### src/rtl/kb_step_counter.sv
// kb_step_counter
// Bounded up/down counter driven by PS/2 scan codes. It decodes make, break (F0)
// and extended (E0) prefixes and steps the count on the INC/DEC/CLR keys.
// Optional feature macro: KB_REPEAT_EN. When it is defined, typematic repeats
// of the key already held are applied as well.
module kb_step_counter #(
    parameter int unsigned      WIDTH     = 18,
    parameter logic [7:0]       INC_CODE  = 8'h1D,
    parameter logic [7:0]       DEC_CODE  = 8'h1B,
    parameter logic [7:0]       CLR_CODE  = 8'h2D,
    parameter logic [WIDTH-1:0] STEP      = WIDTH'(1),
    parameter logic [WIDTH-1:0] MIN_VAL   = '0,
    parameter logic [WIDTH-1:0] MAX_VAL   = '1,
    parameter logic [WIDTH-1:0] RESET_VAL = WIDTH'(1),
    parameter logic             SATURATE  = 1'b1
) (
    input  logic             CLOCK_50,
    input  logic             rst,
    input  logic [7:0]       scan_code,
    input  logic             scan_valid,
    output logic [WIDTH-1:0] count,
    output logic             evt_inc,
    output logic             evt_dec,
    output logic             evt_clr,
    output logic             at_max,
    output logic             at_min,
    output logic             held
);

    // Prefix decoder states
    localparam logic [1:0] ST_IDLE    = 2'd0;
    localparam logic [1:0] ST_BRK     = 2'd1;
    localparam logic [1:0] ST_EXT     = 2'd2;
    localparam logic [1:0] ST_EXT_BRK = 2'd3;

    localparam logic [7:0] CODE_BRK = 8'hF0;
    localparam logic [7:0] CODE_EXT = 8'hE0;

    logic [1:0]       state_q, state_d;
    logic [WIDTH-1:0] count_q, count_d;
    logic             held_q, held_d;
    logic [7:0]       held_code_q, held_code_d;
    logic             evt_inc_q, evt_inc_d;
    logic             evt_dec_q, evt_dec_d;
    logic             evt_clr_q, evt_clr_d;

    logic             make_stb;
    logic             brk_stb;
    logic             is_clr, is_inc, is_dec, is_action;
    logic             is_repeat;
    logic             apply;
    logic [WIDTH:0]   inc_sum;
    logic [WIDTH:0]   dec_floor;
    logic [WIDTH-1:0] inc_val;
    logic [WIDTH-1:0] dec_val;

    // Prefix FSM: classifies each valid byte as a plain make, a break, or ignored
    always_comb begin
        state_d  = state_q;
        make_stb = 1'b0;
        brk_stb  = 1'b0;
        if (scan_valid) begin
            case (state_q)
                ST_IDLE: begin
                    if (scan_code == CODE_BRK) begin
                        state_d = ST_BRK;
                    end else if (scan_code == CODE_EXT) begin
                        state_d = ST_EXT;
                    end else begin
                        make_stb = 1'b1;
                    end
                end
                ST_BRK: begin
                    brk_stb = 1'b1;
                    state_d = ST_IDLE;
                end
                ST_EXT: begin
                    state_d = (scan_code == CODE_BRK) ? ST_EXT_BRK : ST_IDLE;
                end
                ST_EXT_BRK: begin
                    state_d = ST_IDLE;
                end
                default: begin
                    state_d = ST_IDLE;
                end
            endcase
        end
    end

    // Action-key classification with CLR > INC > DEC priority on overlapping codes
    always_comb begin
        is_clr    = (scan_code == CLR_CODE);
        is_inc    = (scan_code == INC_CODE) && !is_clr;
        is_dec    = (scan_code == DEC_CODE) && !is_clr && !is_inc;
        is_action = is_clr || is_inc || is_dec;
    end

    // Typematic repeat filter: a make of the code already held is a repeat
    always_comb begin
`ifdef KB_REPEAT_EN
        is_repeat = 1'b0;
`else
        is_repeat = held_q && (scan_code == held_code_q);
`endif
        apply = make_stb && is_action && !is_repeat;
    end

    // Bounded step arithmetic, one bit wider so that overflow past MAX_VAL is visible
    always_comb begin
        inc_sum   = {1'b0, count_q} + {1'b0, STEP};
        dec_floor = {1'b0, MIN_VAL} + {1'b0, STEP};

        if (inc_sum > {1'b0, MAX_VAL}) begin
            inc_val = SATURATE ? MAX_VAL : MIN_VAL;
        end else begin
            inc_val = inc_sum[WIDTH-1:0];
        end

        if ({1'b0, count_q} < dec_floor) begin
            dec_val = SATURATE ? MIN_VAL : MAX_VAL;
        end else begin
            dec_val = count_q - STEP;
        end
    end

    // Counter, held tracking and one-cycle event pulses
    always_comb begin
        count_d     = count_q;
        held_d      = held_q;
        held_code_d = held_code_q;
        evt_inc_d   = 1'b0;
        evt_dec_d   = 1'b0;
        evt_clr_d   = 1'b0;

        if (make_stb && is_action) begin
            held_d      = 1'b1;
            held_code_d = scan_code;
        end

        if (brk_stb && (scan_code == held_code_q)) begin
            held_d = 1'b0;
        end

        if (apply) begin
            if (is_clr) begin
                count_d   = RESET_VAL;
                evt_clr_d = 1'b1;
            end else if (is_inc) begin
                count_d   = inc_val;
                evt_inc_d = 1'b1;
            end else begin
                count_d   = dec_val;
                evt_dec_d = 1'b1;
            end
        end
    end

    // State registers with synchronous active-low reset
    always_ff @(posedge CLOCK_50) begin
        if (!rst) begin
            state_q     <= ST_IDLE;
            count_q     <= RESET_VAL;
            held_q      <= 1'b0;
            held_code_q <= '0;
            evt_inc_q   <= 1'b0;
            evt_dec_q   <= 1'b0;
            evt_clr_q   <= 1'b0;
        end else begin
            state_q     <= state_d;
            count_q     <= count_d;
            held_q      <= held_d;
            held_code_q <= held_code_d;
            evt_inc_q   <= evt_inc_d;
            evt_dec_q   <= evt_dec_d;
            evt_clr_q   <= evt_clr_d;
        end
    end

    assign count   = count_q;
    assign evt_inc = evt_inc_q;
    assign evt_dec = evt_dec_q;
    assign evt_clr = evt_clr_q;
    assign held    = held_q;
    assign at_max  = (count_q == MAX_VAL);
    assign at_min  = (count_q == MIN_VAL);

endmodule

### config.mk
export PLATFORM = sky130hd
export DESIGN_NAME = kb_step_counter
export DESIGN_NICKNAME = d
export VERILOG_FILES = /design/src/rtl/kb_step_counter.sv
export SDC_FILE = /design/constraint.sdc
export NUM_CORES = 1
export LEC_CHECK = 0
export CAP_MARGIN = 0
export CORE_ASPECT_RATIO = 0.9
export CORE_MARGIN = 1.5
export CORE_UTILIZATION = 30
export CTS_CLUSTER_DIAMETER = 50
export DETAILED_ROUTE_END_ITERATION = 7
export HOLD_SLACK_MARGIN = 0.02
export PLACE_DENSITY_LB_ADDON = 0.15
export RECOVER_POWER = 100
export SYNTH_ARGS = -nofsm -noshare
export SYNTH_HDL_FRONTEND = slang
export SYNTH_SLANG_ARGS = --single-unit
### constraint.sdc
create_clock -name CLOCK_50 -period 6.13 [get_ports CLOCK_50]
set_clock_uncertainty 0.05 [all_clocks]
set_input_delay 1.839 -clock CLOCK_50 [delete_from_list [all_inputs] [get_ports CLOCK_50]]
set_output_delay 1.839 -clock CLOCK_50 [all_outputs]
set_load 0.05 [all_outputs]
Yosys cells after proc, flatten, opt, wreduce, memory -nomap -nowiden
Cells that the tools add are included.

cells by class
  add/subtract/negate cells = 2
  $mul = 0
  div/mod/pow operators = 0
  magnitude comparators = 2
  eq/ne operators = 11
  shift-type cells = 0
  mux-type cells = 17
  bitwise gates (word level) = 2
  reduce and logical (&&, ||, !) cells = 19

operator list
  kind                                                              count
  2-to-1 mux 18 bit                                                 4
  adder 18 x 1 -> 19 bit (second input constant)                    1
  greater-than comparator 19 x 18 -> 1 bit (second input constant)  1
  == test 18 bit (second input constant)                            1
  zero test 18 bit                                                  1
  less-than comparator 18 x 1 -> 1 bit (second input constant)      1
  subtractor 18 x 1 -> 18 bit (second input constant)               1
  == test 8 x 5 -> 1 bit (second input constant)                    2
  == test 8 bit (second input constant)                             2
  2-to-1 mux 1 bit                                                  9
  == test 8 x 6 -> 1 bit (second input constant)                    1
  == test 8 bit                                                     1
  logical AND 1 bit                                                 7
  2-to-1 mux 2 bit                                                  3
  case mux 2 bit (3 select lines)                                   1
  == test 2 bit (second input constant)                             2
  AND reduction 2 bit                                               2
  OR reduction 2 bit                                                2
  zero test 1 bit                                                   3
  != test 3 bit (second input constant)                             1
  OR reduction 3 bit                                                1
  == test 2 x 1 -> 1 bit (second input constant)                    1
  zero test 2 bit                                                   1
  logical OR 1 bit                                                  2
  inverter 1 bit                                                    2

storage, ports and cells
  bits in registers = 32
  bits in latches = 0
  memory bits (writable) = 0
  memory bits (read-only) = 0
  input port bits = 11
  output and inout bits = 24
  logic and storage cells = 60
  memories kept = 0

Longest topological paths before layout
  depth after elaboration = 10
  gate-level depth with buffers = 10
  depth with buffers taken out = 9

Worst setup path after synthesis
No wires, ideal clock.

  path kind = reg-to-output
  from = register count_q[2] (netlist: count[2])
  to = output at_max
  data arrival time = 2.659 ns
  path slack = 1.582 ns
  stages on the path, launching flop included = 6
  path buffers = 1
  cell sequence = dfxtp_1 > buf_1 > nand4_1 > nor2_1 > nand2_1 > nor3_1

between the ends
  cells in the longest elaborated chain, start to end = 1

RTL lines
  item                    line  RTL
  from (decl)             40    logic [WIDTH-1:0] count_q, count_d;
  from (signal assigned)  170   count_q <= count_d;
  == test 18 bit          184   assign at_max = (count_q == MAX_VAL);
  to (decl)               25    output logic at_max,

No other way between the ends.

Final worst setup path
  from = register count_q[0] (netlist: count[0])
  to = output at_max

The elaborated chain is that of the path after synthesis.

==> parameters.txt <==
Parameter                              Value

Global route
  Largest net degree at the start of global routing    24
  Total global routing overflow    0
  Global-route total usage across every layer    0.179
  Vias in the first global route    2432
  First-pass GRT wire length    13000 um
  Number of antenna violations at the first check in global routing    0

CTS
  Post-CTS setup buffer count    0
  Number of clock buffers inserted by TritonCTS    5
  Level count of the clock H-tree    2
  Clk Tree Root Cell    clkbuf_8
  Buffer depth of the longest clock path    2
  CTS Hold Bufs    0
  Clock tree from TritonCTS    done
  Clock Latency Late Sink    0.30 ns
  Clock transition at the registers of the reported paths    0.07 ns
  Cells resized by post-CTS repair    0
  Clock sink total    32

Critical path
  Ordered cell list for the critical path    ha_1, nand4_1, nor2_1, nand2_1, nor3_1, dlygate4sd3_1
  Kind of launch point of the worst setup path    flop
  Kind of critical path    reg -> out
  Reg-to-reg slack, setup    2.82 ns
  Largest stage delay, worst path    0.89 ns
  WP data required    4.24 ns
  Critical-path top delay cell    dlygate4sd3_1
  Endpoint arrival time on the critical path    3.08 ns
  Highest net fanout along the worst path    13
  Worst Setup End Kind    primary output

Die
  Rows    32
  Ports    35
  Die Wd    101 um
  Die height    91.3 um
  Placeable Area    0.00849 mm^2
  Initial Util    0.306
  Overall die area    0.00923 mm^2

Placement
  Routability-driven placement congestion ratio    0.850
  Number of I/O port buffers    34
  Half-perimeter wire length of the detailed placement result    5760 um
  Placement-stage worst setup slack    1.48 ns

Logic synthesis
  Mean area per synthesized cell    7.36 um^2
  Largest cells by area after synthesis    dfxtp_1, nand2_1, xnor2_1, nor2_1, nand3_1
  Total of flip-flops plus latches after synthesis    32
  Top post-synthesis cells by count    nand2_1, nor2_1, dfxtp_1, nand3_1, clkbuf_1
  Mapped cell area    0.00260 mm^2
  Predominant post-synthesis flop cell    dfxtp_1
  Leading area contributor after synthesis    dfxtp_1
  Number of distinct library cells after synthesis    60
  Cell with the most instances after synthesis    nand2_1
  Number of instances in the synthesized netlist    353
  Synthesis warning total    0
  Share of synthesized registers carrying an async set or reset    0
  Number of flops mapped to enable cells by yosys    0
  Seq/Total Area, Yosys    0.247
  Net Count, Synth    368
  Fraction of synthesized cell area taken by the top area cell type    0.247

STA
  Final number of setup-violating endpoints    0
  Final-layout setup total negative slack    0 ns
  Time the worst path needs with I/O delays and setup    4.97 ns
  Share of the clock period used by the worst path    0.810
  Count of pins over their slew limit    0
  Slew at the pin with the worst max-slew slack    0.839 ns
  Maximum achievable frequency    201 MHz
  Headroom to the max-slew limit    0.436
  Number of endpoints with negative hold slack in the final report    0
  RSZ-0062 raised after global routing    false
  Worst setup slack after layout    1.16 ns

Power and ir drop
  Static leakage    0.00108 uW
  PwrDens    139 mW/mm^2
  Maximum vdd drop    0.0592 mV

Drt
  Total wire length    7900 um
  Vias    2696
  Router iterations before antenna repair    4
  Iteration-0 DRC Markers    237
  Wire per inst    16.2 um
  DRC errors left    0
  Number of vias per cell after detailed routing    5.51
  Number of nets with antenna violations after detailed routing    0

Finish
  Ant. Diodes    0
  Util after Layout    0.359
  Nets    384
  Post-synthesis to final-layout area growth    17.4%
  Share of layout cells above drive strength 1    0.0595

Min path
  Class of the most critical hold timing path    reg -> reg

Run status
  Result of the run    finished clean

Flow run
  Max-capacitance violation count    0
## area by class of cell
type | instances | area [um^2]
well taps | 119 | 149
flip-flops and latches | 32 | 641
clock buffers | 7 | 86.3
multi-input cells | 284 | 1770
fillers | 948 | 5440
clock inverters | 1 | 7.51
inverters | 9 | 33.8
repair buffers | 37 | 363
## power by group
part	switching, uW	internal (uW)	leakage (uW)
Combinational	17.3	14.0	0.000774
Clock	92.1	91.4	0.0000445
Sequential	0.498	208	0.000258
## cells in the final DEF, fill, tap and decap left out, drive strengths merged, types with 3 or more instances in the layout
master,n
a21boi,8
a21oi,10
a221o,4
and2,4
and3,5
and4,4
buf,3
clkbuf,7
clkdlybuf4s50,7
dfxtp,32
dlygate4sd3,27
ha,4
inv,9
nand2,44
nand2b,6
nand3,21
nand4,10
nor2,35
nor2b,8
nor3,10
nor4,9
o21a,4
o21ai,13
o311a,3
o31ai,6
o41ai,3
or2,4
or3,5
or4,5
or4b,3
xnor2,16
xor2,8
## logic make-up (layout without fill, tap and decap cells)
| kind of cell | count (synthesis) | count (layout) | share of synthesized area |
|---|---|---|---|
| simple gates | 186 | 186 | 0.393 |
| compound gates | 70 | 70 | 0.196 |
| buf+inv | 37 | 54 | 0.0645 |
| flops | 32 | 32 | 0.247 |
| xor+xnor | 24 | 24 | 0.0809 |
| fa+ha+maj | 4 | 4 | 0.0193 |
## metal layers
| metal | track usage | part of all wire | up-vias |
|---|---|---|---|
| li1 | - | - | 1313 |
| met1 | 0.268 | 0.48 | 1282 |
| met2 | 0.259 | 0.44 | 92 |
| met3 | 0.0346 | 0.072 | 9 |
| met4 | 0.0451 | 0.012 | 0 |
| met5 | 0 | 0 | - |
## worst paths after layout
check / startpoint / endpoint / cells past startpoint
worst min-delay path: held_code_q[4] / held_code_q[4] / 2
worst max register to register: count[3] / count[3] / 7
worst min register to register: held_code_q[4] / held_code_q[4] / 2
worst max-delay path: count[0] / at_max / 6
## through the flow
stage	std cells	hold WS (ns)	cell area (um^2)	power (uW)
3_5_place_dp	481	0.437	2980	245
5_1_grt	489	0.472	3050	439
3_3_place_gp	481	0.432	2980	245
6_report	489	0.450	3050	423
2_1_floorplan	353	0.412	2600	231
4_1_cts	489	0.455	3070	429
## sequential cells by signal, summed over array words and instances (netlist names)
| signal | flops |
|---|---|
| evt_clr | 1 |
| evt_dec | 1 |
| held | 1 |
| evt_inc | 1 |
| count | 18 |
| state_q | 2 |
| held_code_q | 8 |
## worst max-delay path, delay by kind of cell, from the launching register on
family                     cells  cell delay (ns)
adders and majority gates      1             0.36
buffers and inverters          1             0.89
and+or+nand+nor                4             0.97
DFF                            1             0.56
No activity file was read; power rests on OpenSTA's default activity.
